$ cat config.mk
export PLATFORM = sky130hd
export DESIGN_NAME = dm_load
export DESIGN_NICKNAME = d
export VERILOG_FILES = /design/src/rtl/dm_load.sv
export SDC_FILE = /design/constraint.sdc
export NUM_CORES = 1
export LEC_CHECK = 0
export ABC_AREA = 1
export CORE_MARGIN = 2
export CORE_UTILIZATION = 57
export CTS_BUF_LIST = sky130_fd_sc_hd__clkbuf_4 sky130_fd_sc_hd__clkbuf_8 sky130_fd_sc_hd__clkbuf_16
export CTS_CLUSTER_DIAMETER = 200
export DETAILED_ROUTE_END_ITERATION = 10
export DONT_BUFFER_PORTS = 1
export PLACE_DENSITY = 0.75
export SYNTH_ARGS = -nofsm -noshare
export SYNTH_HDL_FRONTEND = slang
export SYNTH_SLANG_ARGS = --single-unit
$ cat constraint.sdc
create_clock -name clk -period 1.5 [get_ports clk]
set_input_delay 0.225 -clock clk [delete_from_list [all_inputs] [get_ports clk]]
set_output_delay 0.225 -clock clk [all_outputs]
set_load 0.02 [all_outputs]
$ cat src/rtl/dm_load.sv
// dm_load: load path of the M stage. Issues a word-aligned read, then selects
// and extends the addressed byte, halfword or word. It stalls the pipeline
// while the read is outstanding, flags misaligned loads, and abandons reads
// that exceed TIMEOUT cycles.
//
// state | meaning
// IDLE  | no read outstanding; accepts ld_en
// WAIT  | rd_req high, waiting for rd_ack or timeout
// DONE  | ld_valid pulse; the load moves on to W

module dm_load #(
   parameter int TIMEOUT = 15
) (
   input  logic        clk,
   input  logic        rst,
   input  logic        ld_en,
   input  logic [31:0] memaddr,
   input  logic [2:0]  dmoctr,
   output logic        rd_req,
   output logic [31:0] rd_addr,
   input  logic        rd_ack,
   input  logic [31:0] rd_data,
   output logic        stall,
   output logic        ld_valid,
   output logic [31:0] ld_data,
   output logic        adel,
   output logic        bus_err
);

   typedef enum logic [1:0] {IDLE, WAIT, DONE} state_t;

   localparam logic [7:0] TC = 8'(TIMEOUT - 1);

   state_t      state, state_nxt;
   logic [7:0]  cnt;
   logic [1:0]  off;
   logic [2:0]  typ;
   logic        misaligned;
   logic        accept;
   logic        timeout;
   logic [31:0] ext;

   // misalignment check on the incoming address; codes 5-7 behave as lw
   always_comb begin
      misaligned = 1'b0;
      case (dmoctr)
         3'd1, 3'd2: misaligned = memaddr[0];
         3'd3, 3'd4: misaligned = 1'b0;
         default:    misaligned = |memaddr[1:0];
      endcase
   end

   assign accept  = (state == IDLE) && ld_en && !misaligned;
   assign timeout = (state == WAIT) && !rd_ack && (cnt == TC);
   assign stall   = accept || (state == WAIT);

   // select and extend the addressed part of the returned word
   always_comb begin
      logic [15:0] half;
      logic [7:0]  byte_v;
      half   = off[1] ? rd_data[31:16] : rd_data[15:0];
      byte_v = rd_data[8*off +: 8];
      case (typ)
         3'd1:    ext = {{16{half[15]}}, half};
         3'd2:    ext = {16'h0000, half};
         3'd3:    ext = {{24{byte_v[7]}}, byte_v};
         3'd4:    ext = {24'h000000, byte_v};
         default: ext = rd_data;
      endcase
   end

   // state register
   always_ff @(posedge clk) begin
      if (rst) state <= IDLE;
      else     state <= state_nxt;
   end

   // next-state logic; ld_en in DONE still belongs to the finished load
   always_comb begin
      state_nxt = state;
      case (state)
         IDLE: if (accept) state_nxt = WAIT;
         WAIT: if (rd_ack || timeout) state_nxt = DONE;
         DONE: state_nxt = IDLE;
         default: state_nxt = IDLE;
      endcase
   end

   // request, result and pulse registers
   always_ff @(posedge clk) begin
      if (rst) begin
         rd_req   <= 1'b0;
         rd_addr  <= 32'h0;
         ld_valid <= 1'b0;
         ld_data  <= 32'h0;
         adel     <= 1'b0;
         bus_err  <= 1'b0;
         cnt      <= 8'h0;
         off      <= 2'b00;
         typ      <= 3'd0;
      end else begin
         ld_valid <= 1'b0;
         adel     <= 1'b0;
         bus_err  <= 1'b0;
         case (state)
            IDLE: begin
               if (accept) begin
                  off     <= memaddr[1:0];
                  typ     <= dmoctr;
                  rd_addr <= {memaddr[31:2], 2'b00};
                  rd_req  <= 1'b1;
                  cnt     <= 8'h0;
               end else if (ld_en) begin
                  adel <= 1'b1;
               end
            end
            WAIT: begin
               if (rd_ack) begin
                  ld_data  <= ext;
                  ld_valid <= 1'b1;
                  rd_req   <= 1'b0;
               end else if (timeout) begin
                  ld_data  <= 32'h0;
                  ld_valid <= 1'b1;
                  bus_err  <= 1'b1;
                  rd_req   <= 1'b0;
               end else begin
                  cnt <= cnt + 8'h1;
               end
            end
            default: ;
         endcase
      end
   end

endmodule

* After elaboration in Yosys (flattened, before gate mapping) *
Index checks and enable logic that the tools add are counted.

cells by class
  $add $sub $neg = 1
  eq/ne operators = 15
  shift operators = 1
  mux-type cells = 19
  bitwise logic cells = 2
  reduce and logical (&&, ||, !) cells = 22

operators by type and width
  operator                                             number
  case mux 32 bit (4 select lines)                     1
  two-way mux 32 bit                                   2
  variable part select 32 x 6 -> 8 bit                 1
  two-way mux 8 bit                                    3
  two-way mux 16 bit                                   1
  case mux 8 bit (2 select lines)                      1
  equality test 3 x 2 -> 1 bit, second input constant  4
  adder 8 x 1 -> 8 bit, second input constant          1
  equality test 8 x 4 -> 1 bit, second input constant  1
  OR reduction 2 bit                                   4
  equality test 3 x 1 -> 1 bit, second input constant  2
  equality test 3 bit, second input constant           2
  two-way mux 1 bit                                    6
  inequality test 2 bit, second input constant         3
  AND reduction 2 bit                                  3
  OR reduction 3 bit                                   2
  logical AND 1 bit                                    4
  two-way mux 2 bit                                    2
  case mux 1 bit (2 select lines)                      2
  case mux 2 bit (2 select lines)                      1
  AND reduction 4 bit                                  1
  nonzero test 2 bit                                   2
  inequality test 3 bit, second input constant         1
  AND reduction 3 bit                                  1
  other kinds (6)                                      9

word-level totals
  flip-flop bits (word level) = 81
  logic and storage cells = 70

* Depth between registers and ports, before layout *
Gate-level depths: netlist of the first run.

  depth after elaboration = 7
  mapped depth = 11
  gate-level depth less buffers = 11

* Worst setup path after synthesis of the first run *
OpenSTA, ideal clock, no wires.

  path type = reg-to-reg
  start point = reg cnt[0]
  end point = reg ld_data[10]
  setup time = 138 ps
  arrival time = 1395 ps
  data required time = 1362 ps
  path slack = -33 ps
  stages on the path, launching flop included = 9
  clock period less this slack = 1533 ps
  path through = dfxtp_1 -> inv_1 -> ha_1 -> inv_1 -> nor4_1 -> nand3_1 -> buf_2 -> nand3_1 -> a21oi_2

on the way
  longest elaborated chain between the ends = 4

RTL lines
  item                                  line  RTL
  from (decl)                           35    logic [7:0] cnt;
  from (signal assigned)                128   cnt <= cnt + 8'h1;
  equality test 8 x 4 -> 1 bit          54    assign timeout = (state == WAIT) && !rd_ack && (cnt == TC);
  logical AND 1 bit                     54
  nonzero test 2 bit (no source line)   --
  AND reduction 2 bit (no source line)  --
  to (signal assigned)                  119   ld_data <= ext;
  to (decl)                             25    output logic [31:0] ld_data,

Every way passes these cells.
A chain may end at the register's enable or synchronous reset.

* Worst setup path in the final report of the first run *
  start point = reg state[1]
  end point = out stall

on the way
  longest elaborated chain between the ends = 4
  elaborated cells between the ends (all ways) = 5
  those cells by class = eq/ne: 1; reduce/logical: 4

RTL lines
  item                            line  RTL
  from (decl)                     34    state_t state, state_nxt;
  from (signal assigned)          75    else state <= state_nxt;
  zero test 2 bit                 53    assign accept = (state == IDLE) && ld_en && !misaligned;
  logical AND 1 bit (2 in a row)  53
  logical OR 1 bit *              55    assign stall = accept || (state == WAIT);
  to (decl)                       23    output logic stall,

Every way passes the cells marked *; elsewhere a longest branch is shown, timed or not.

==> impl_metrics.csv, run 1 <==
group,metric,value,unit
worst_setup_path,critPathBufInv,3,
detailed_routing,postRouteAntennaNets,0,
worst_setup_path,cp.depth,7,
timing,rsz0062_at_grt,"yes",
synth,synth_area,0.00401,mm2
timing,layout_setup_ws,-0.0846,ns
clock_tree,clock_latency,0.36,ns
worst_setup_path,path_class,"register to output port",
floorplanning,start_util,59.0,%
finish,drive_gt1_share,22.0,%
synth,syn_inst,566,
worst_setup_path,reg2reg_depth,9,
worst_setup_path,cp_slowest_cell,"dfxtp_4",
grt,grt_usage,27.0,%
synth,yosysSeqAreaShare,40.5,%
worst_setup_path,crit_end,"stall",
worst_setup_path,crit_family,"flip-flops",
detailed_routing,wl,11400,um
synth,synth_edf_count,0,
placed_design,gp_congestion,0.905,
finish,fin_nets,658,
clock_tree,numCtsBuffers,9,
grt,antenna_found_initial,0,
clock_tree,cts.sinks,81,
clock_tree,htreeDepth,3,
hold_path,hold_class,"primary input to register",
grt,grt_pass1_vias,3587,
timing,hold_slack,-0.000812,ns
power,p_leak,0.00195,uW
worst_setup_path,crit_start,"state[1]$_SDFFE_PP0P_",
placed_design,numPlacedInstances,652,
synth,ys_seq_elements,81,
placed_design,dp_slack,0.0202,ns
timing,min_period,1.58,ns
finish,final_util,69.2,%
detailed_routing,vias,3888,
clock_tree,cts-root-buf,"clkbuf_8",
detailed_routing,drc,0,
placed_design,port_buffers,0,
worst_setup_path,crit_chain,"nor2_4 -> inv_2 -> nor2_2 -> nand2_2 -> buf_6 -> nand2_2 -> buf_6",
finish,area_delta_synth_final,17.3,%
clock_tree,cts_tree,"done",
timing,hold_viol_final,1,
floorplanning,die_h,87.9,um
finish,diodes,0,
detailed_routing,wl_per_cell,16.6,um
floorplanning,ios,140,
floorplanning,coreArea,0.00679,mm2
worst_setup_path,regToRegStartpoint,"state[1]$_SDFFE_PP0P_",
flow_run,maxCapViolCount,0,
finish,layout.cells.non_filler,686,
worst_setup_path,r2r_end,"adel$_SDFF_PP0_",
synth,synth_ff_type,"dfxtp_1",
worst_setup_path,worstSetupStartpointType,"register",
clock_tree,cts_max_path_buffers,2,
clock_tree,clkTransAtPathRegs,0.08,ns
worst_setup_path,reg2reg_slack,-0.03,ns
finish,design_area,0.00470,mm2
status,status,"complete, but fails checks",
floorplanning,rows,30,
grt,grt_max_degree,47,
worst_setup_path,critical_path_peak_fanout,5,
placed_design,placed_area,0.00412,mm2
worst_setup_path,required,1.27,ns
worst_setup_path,critPathMaxStageDelay,0.36,ns
power,vdd_drop_max,571,uV
power,powerDensity,1080,mW/mm2
grt,grt_overflow,0,
timing,drv_slew,0,
floorplanning,die_x,87.9,um
timing,fmax,0.631,GHz
detailed_routing,drtPass1Iterations,5,
timing,setup_viol,3,
worst_setup_path,cp.arrival,1.36,ns
synth,async_flop_share,0,%
worst_setup_path,end_kind,"output port",
status,failed_checks,"hold timing, setup timing",
grt,grt_pass1_wl,16300,um
timing,finalCritPeriodShare,106,%
timing,fin_skew,0.0107,ns
floorplanning,die_area,0.00772,mm2
detailed_routing,initialDrtViolationCount,217,
synth,syn-mean-instance-area,7.08,um2
placed_design,hpwl,7440,um
synth,ys_types,37,
finish,fillers,563,
detailed_routing,viasPerCell,5.67,
synth,ys.warnings.count,0,
Yosys cell counts (7+ instances only):
master | count | share of area (%)
buf_2 | 13 | 1.6
clkbuf_1 | 13 | 1.2
o21ai_0 | 63 | 7.9
a21oi_1 | 43 | 5.4
dfxtp_1 | 81 | 40
inv_1 | 40 | 3.7
nand3_1 | 70 | 8.7
nand2_1 | 78 | 7.3
a21oi_2 | 7 | 1.5
nor2_1 | 86 | 8.1
o21ai_1 | 8 | 1.0
o21a_1 | 7 | 1.3
timing repair:
item,4_1_cts,5_1_grt
resized for setup,6,70
setup endpoints to repair,1,75
pin swaps,2,12
setup buffers,6,6
hold endpoints to repair,40,0
hold buffers,1,0
gates cloned,0,5
flip-flops by register name, summed over array words and instances (netlist names):
name	cells
state	2
ld_data	32
bus_err	1
cnt	8
ld_valid	1
adel	1
off	2
rd_addr	30
rd_req	1
typ	3
layer usage:
metal	share of wire [%]	GRT usage [%]	wire length (um)	up-vias
li1	-	-	-	1896
met1	39	30.4	4420	1804
met2	49	47.0	5610	160
met3	8.7	8.01	993	28
met4	3.1	12.2	348	0
met5	0	0	0	-
per-stage QoR:
step	setup TNS [ns]	power (uW)
6_report	-0.130	5090
5_1_grt	-1.73	5290
4_1_cts	-0.113	4990
3_5_place_dp	0	3330
3_3_place_gp	0	3300
2_1_floorplan	0	3230
kinds of logic (layout without fill, tap and decap cells):
group                    Yosys count  in the layout  synth area share, %
AND/OR/NAND/NOR                  260            261                 29.3
AO/OA/AOI/OAI                    139            139                 19.5
buffers and inverters             82            104                 9.77
flip-flops                        81             81                 40.5
adder cells (fa/ha/maj)            2              2                0.624
other                              1              2               0.0936
XOR/XNOR                           1              1                0.219
how the worst min path moves through the flow:
| stage | cells past startpoint | endpoint | slack, ns | from |
|---|---|---|---|---|
| 3_5_place_dp | 1 | ld_data[12]$_SDFFE_PP0P_ | 0.30 | rst |
| 4_1_cts | 3 | bus_err$_SDFF_PP0_ | 0.002 | rd_ack |
| 5_1_grt | 3 | cnt[6]$_SDFFE_PP0P_ | 0.01 | rst |
| 3_3_place_gp | 1 | ld_data[9]$_SDFFE_PP0P_ | 0.29 | rst |
| 2_1_floorplan | 2 | adel$_SDFF_PP0_ | 0.37 | ld_en |
| 6_report | 3 | cnt[2]$_SDFFE_PP0P_ | -0.0008 | rst |
tightest hold or removal path, stage by stage:
cell,delay (ns)
a21oi_4,0.02
nand2_1,0.05
nor2_1,0.03
cell type report:
class	count	area [um2]	area share (%)
Sequential cell	81	1630	34.8
Timing Repair Buffer	43	415	8.84
Multi-Input combinational cell	405	2160	45.9
Tap cell	96	120	2.56
Clock buffer	10	131	2.80
Clock inverter	6	67.6	1.44
Inverter	45	174	3.70
cell usage in the layout (no fill, tap or decap), types with 11 or more instances in the layout:
| cell | instances |
|---|---|
| a21oi_1 | 38 |
| a21oi_2 | 11 |
| buf_4 | 26 |
| buf_6 | 12 |
| dfxtp_1 | 73 |
| inv_1 | 36 |
| nand2_1 | 73 |
| nand3_1 | 66 |
| nor2_1 | 82 |
| o21ai_0 | 53 |
| o21ai_1 | 13 |
where the power goes:
group          leakage [uW]  total [uW]  switching (uW)  internal [uW]
Combinational       0.00119         948             588            361
Clock             0.0000963        1640             849            793
Sequential         0.000664        2500             226           2270
Total               0.00195        5090            1660           3430
Note: power is estimated with default switching activity, not from simulation.
==> run 2: changes to the inputs <==
==> constraint.sdc (replaced) <==
create_clock -name clk -period 1.5 [get_ports clk]
set_input_delay 0 -clock clk [delete_from_list [all_inputs] [get_ports clk]]
set_output_delay 0 -clock clk [all_outputs]
set_load 0.02 [all_outputs]
==> run 2 against run 1 <==
Effect of this change: the run ends with setup timing left; via count increased by 12%; combinational power increased by 31%; global-route usage increased by 4.5 points; final cell count increased by 10%; sequential cell count unchanged; power increased by 7.0%; sequential share of layout area decreased by 5.3 points; register-to-register slack about the same; critical endpoint is now ld_data[27]$_SDFFE_PP0P_; largest cell class unchanged; largest power group unchanged.
==> impl_metrics.csv, run 2 (same netlist as run 1, synthesis figures left out) <==
group,metric,value,unit
status,status,"complete, but fails checks",
status,failed_checks,"setup timing",
timing,min_period,1.52,ns
grt,grt_pass1_vias,3911,
finish,fillers,454,
detailed_routing,drtPass1Iterations,5,
finish,drive_gt1_share,21.9,%
clock_tree,cts_max_path_buffers,2,
floorplanning,rows,30,
clock_tree,numCtsBuffers,9,
clock_tree,cts_tree,"done",
floorplanning,die_x,87.9,um
timing,layout_setup_ws,-0.0218,ns
detailed_routing,wl,13500,um
finish,area_delta_synth_final,38.6,%
detailed_routing,initialDrtViolationCount,330,
detailed_routing,drc,0,
worst_setup_path,cp_common_cell,"inv_1",
hold_path,holdPathStages,4,
finish,diodes,0,
finish,top_register,"ld_data",
worst_setup_path,crit_chain,"inv_1 -> nor2_2 -> inv_2 -> nor2_4 -> buf_6 -> o21ai_0 -> inv_1 -> nand2_1 -> a21oi_1",
placed_design,port_buffers,0,
worst_setup_path,critical_path_peak_fanout,14,
clock_tree,clock_latency,0.37,ns
timing,fin_skew,0.0127,ns
worst_setup_path,reg2reg_depth,9,
worst_setup_path,critPathBufInv,4,
floorplanning,die_area,0.00772,mm2
worst_setup_path,worstSetupStartpointType,"register",
hold_path,min_from,"rd_data[31]",
timing,finalCritPeriodShare,101,%
worst_setup_path,reg2reg_slack,-0.02,ns
detailed_routing,vias,4364,
worst_setup_path,crit_family,"buffers and inverters",
detailed_routing,wl_per_cell,17.9,um
worst_setup_path,regToRegStartpoint,"state[0]$_SDFFE_PP0P_",
grt,antenna_found_initial,0,
power,p_leak,0.00230,uW
grt,grt_overflow,0,
finish,reg.largest.list,"ld_data: 32 flops, rd_addr: 30 flops, cnt: 8 flops",
placed_design,gp_congestion,0.901,
grt,grt_usage,31.5,%
flow_run,maxCapViolCount,0,
worst_setup_path,r2r_end,"ld_data[27]$_SDFFE_PP0P_",
finish,layout_common_cells,"nand2_1, dfxtp_1, dlygate4sd3_1",
worst_setup_path,critPathMaxStageDelay,0.36,ns
power,powerDensity,981,mW/mm2
detailed_routing,postRouteAntennaNets,0,
grt,grt_max_degree,43,
worst_setup_path,cp_slowest_cell,"dfxtp_2",
hold_path,hold_class,"primary input to register",
power,p_total,5450,uW
placed_design,placed_area,0.00413,mm2
hold_path,whs_endpoint,"ld_data[31]$_SDFFE_PP0P_",
finish,design_area,0.00555,mm2
worst_setup_path,required,1.79,ns
grt,grt_pass1_wl,18700,um
clock_tree,cts.sinks,81,
timing,fmax,0.657,GHz
floorplanning,die_h,87.9,um
worst_setup_path,end_kind,"register",
worst_setup_path,path_class,"register to register",
power,vdd_drop_max,659,uV
finish,multi_input_area,0.00221,mm2
clock_tree,clkTransAtPathRegs,0.10,ns
timing,setup_viol,5,
clock_tree,htreeDepth,3,
clock_tree,cts-root-buf,"clkbuf_8",
timing,drv_slew,0,
finish,largest_register_ffs,32,
floorplanning,coreArea,0.00679,mm2
floorplanning,start_util,59.0,%
placed_design,hpwl,7460,um
finish,fin_nets,730,
finish,regArea,0.00164,mm2
finish,final_common_cell,"nand2_1",
floorplanning,ios,140,
detailed_routing,viasPerCell,5.76,
timing,hold_viol_final,0,
worst_setup_path,cp.arrival,1.81,ns
timing,rsz0062_at_grt,"yes",
worst_setup_path,crit_start,"state[0]$_SDFFE_PP0P_",
-- run 2: changes by cell type in the layout (fill, tap and decap cells not counted), moves of 3 or more --
cell	change
buf_4	+4
buf_6	-7
clkbuf_16	+4
dlygate4sd3_1	+69
nor2_1	-19
nor2_2	+13
nor2_4	+6
o21ai_0	+3
o21ai_2	-3
-- run 2: worst max path at each step --
stage | slack (ns) | cells past startpoint | to
final | -0.02 | 9 | ld_data[27]$_SDFFE_PP0P_
after global routing | -0.12 | 9 | ld_data[25]$_SDFFE_PP0P_
after CTS | 0.0008 | 7 | ld_data[10]$_SDFFE_PP0P_
after detailed placement | 0.003 | 7 | ld_data[24]$_SDFFE_PP0P_
after global placement | 0.06 | 8 | ld_data[2]$_SDFFE_PP0P_
after floorplan | 0.004 | 11 | cnt[4]$_SDFFE_PP0P_
-- run 2: layer usage --
layer	GRT usage, %	wire length [um]
met1	37.0	5210
met5	0	0
met4	15.7	352
met2	52.1	6850
met3	9.61	1130
-- run 2: tightest hold or removal path: cells and delay by family --
kind | cells | cell delay, ns
AOI/OAI and AO/OA | 2 | 0.21
buffers and inverters | 1 | 0.07
and+or+nand+nor | 1 | 0.05
-- run 2: through the flow --
stage               setup WS [ns]  utilization (%)  instances  hold WS (ns)  setup TNS (ns)
floorplan                 0.00408                -        567         0.141               0
global placement           0.0588             60.8        651        0.0705               0
detailed placement        0.00283             60.8        651        0.0729               0
CTS                      0.000781             74.4        737      0.000783               0
global route               -0.119             81.7        758        0.0273           -3.05
finish                    -0.0218             81.7        758       0.00283         -0.0281
-- run 2: cell type report --
cell class                 instances  share of cell area (%)
timing repair buffer             115                    21.7
sequential                        81                    29.5
clock buffer                      10                    2.48
inverter                          45                    3.15
clock inverter                     6                    1.19
multi-input combinational        405                    39.8
tap                               96                    2.16
-- run 2: where the power goes --
part           internal (uW)  total, uW  switching [uW]
Combinational            554       1240             685
Sequential              2270       2520             242
Clock                    818       1700             878
-- run 2: repair_timing --
action	4_1_cts	5_1_grt
cloned	1	5
hold endpoints to repair	81	1
pin swaps	1	37
hold buffers	69	1
buffers inserted	0	15
endpoints found under the setup margin	3	73
resized for setup	4	83
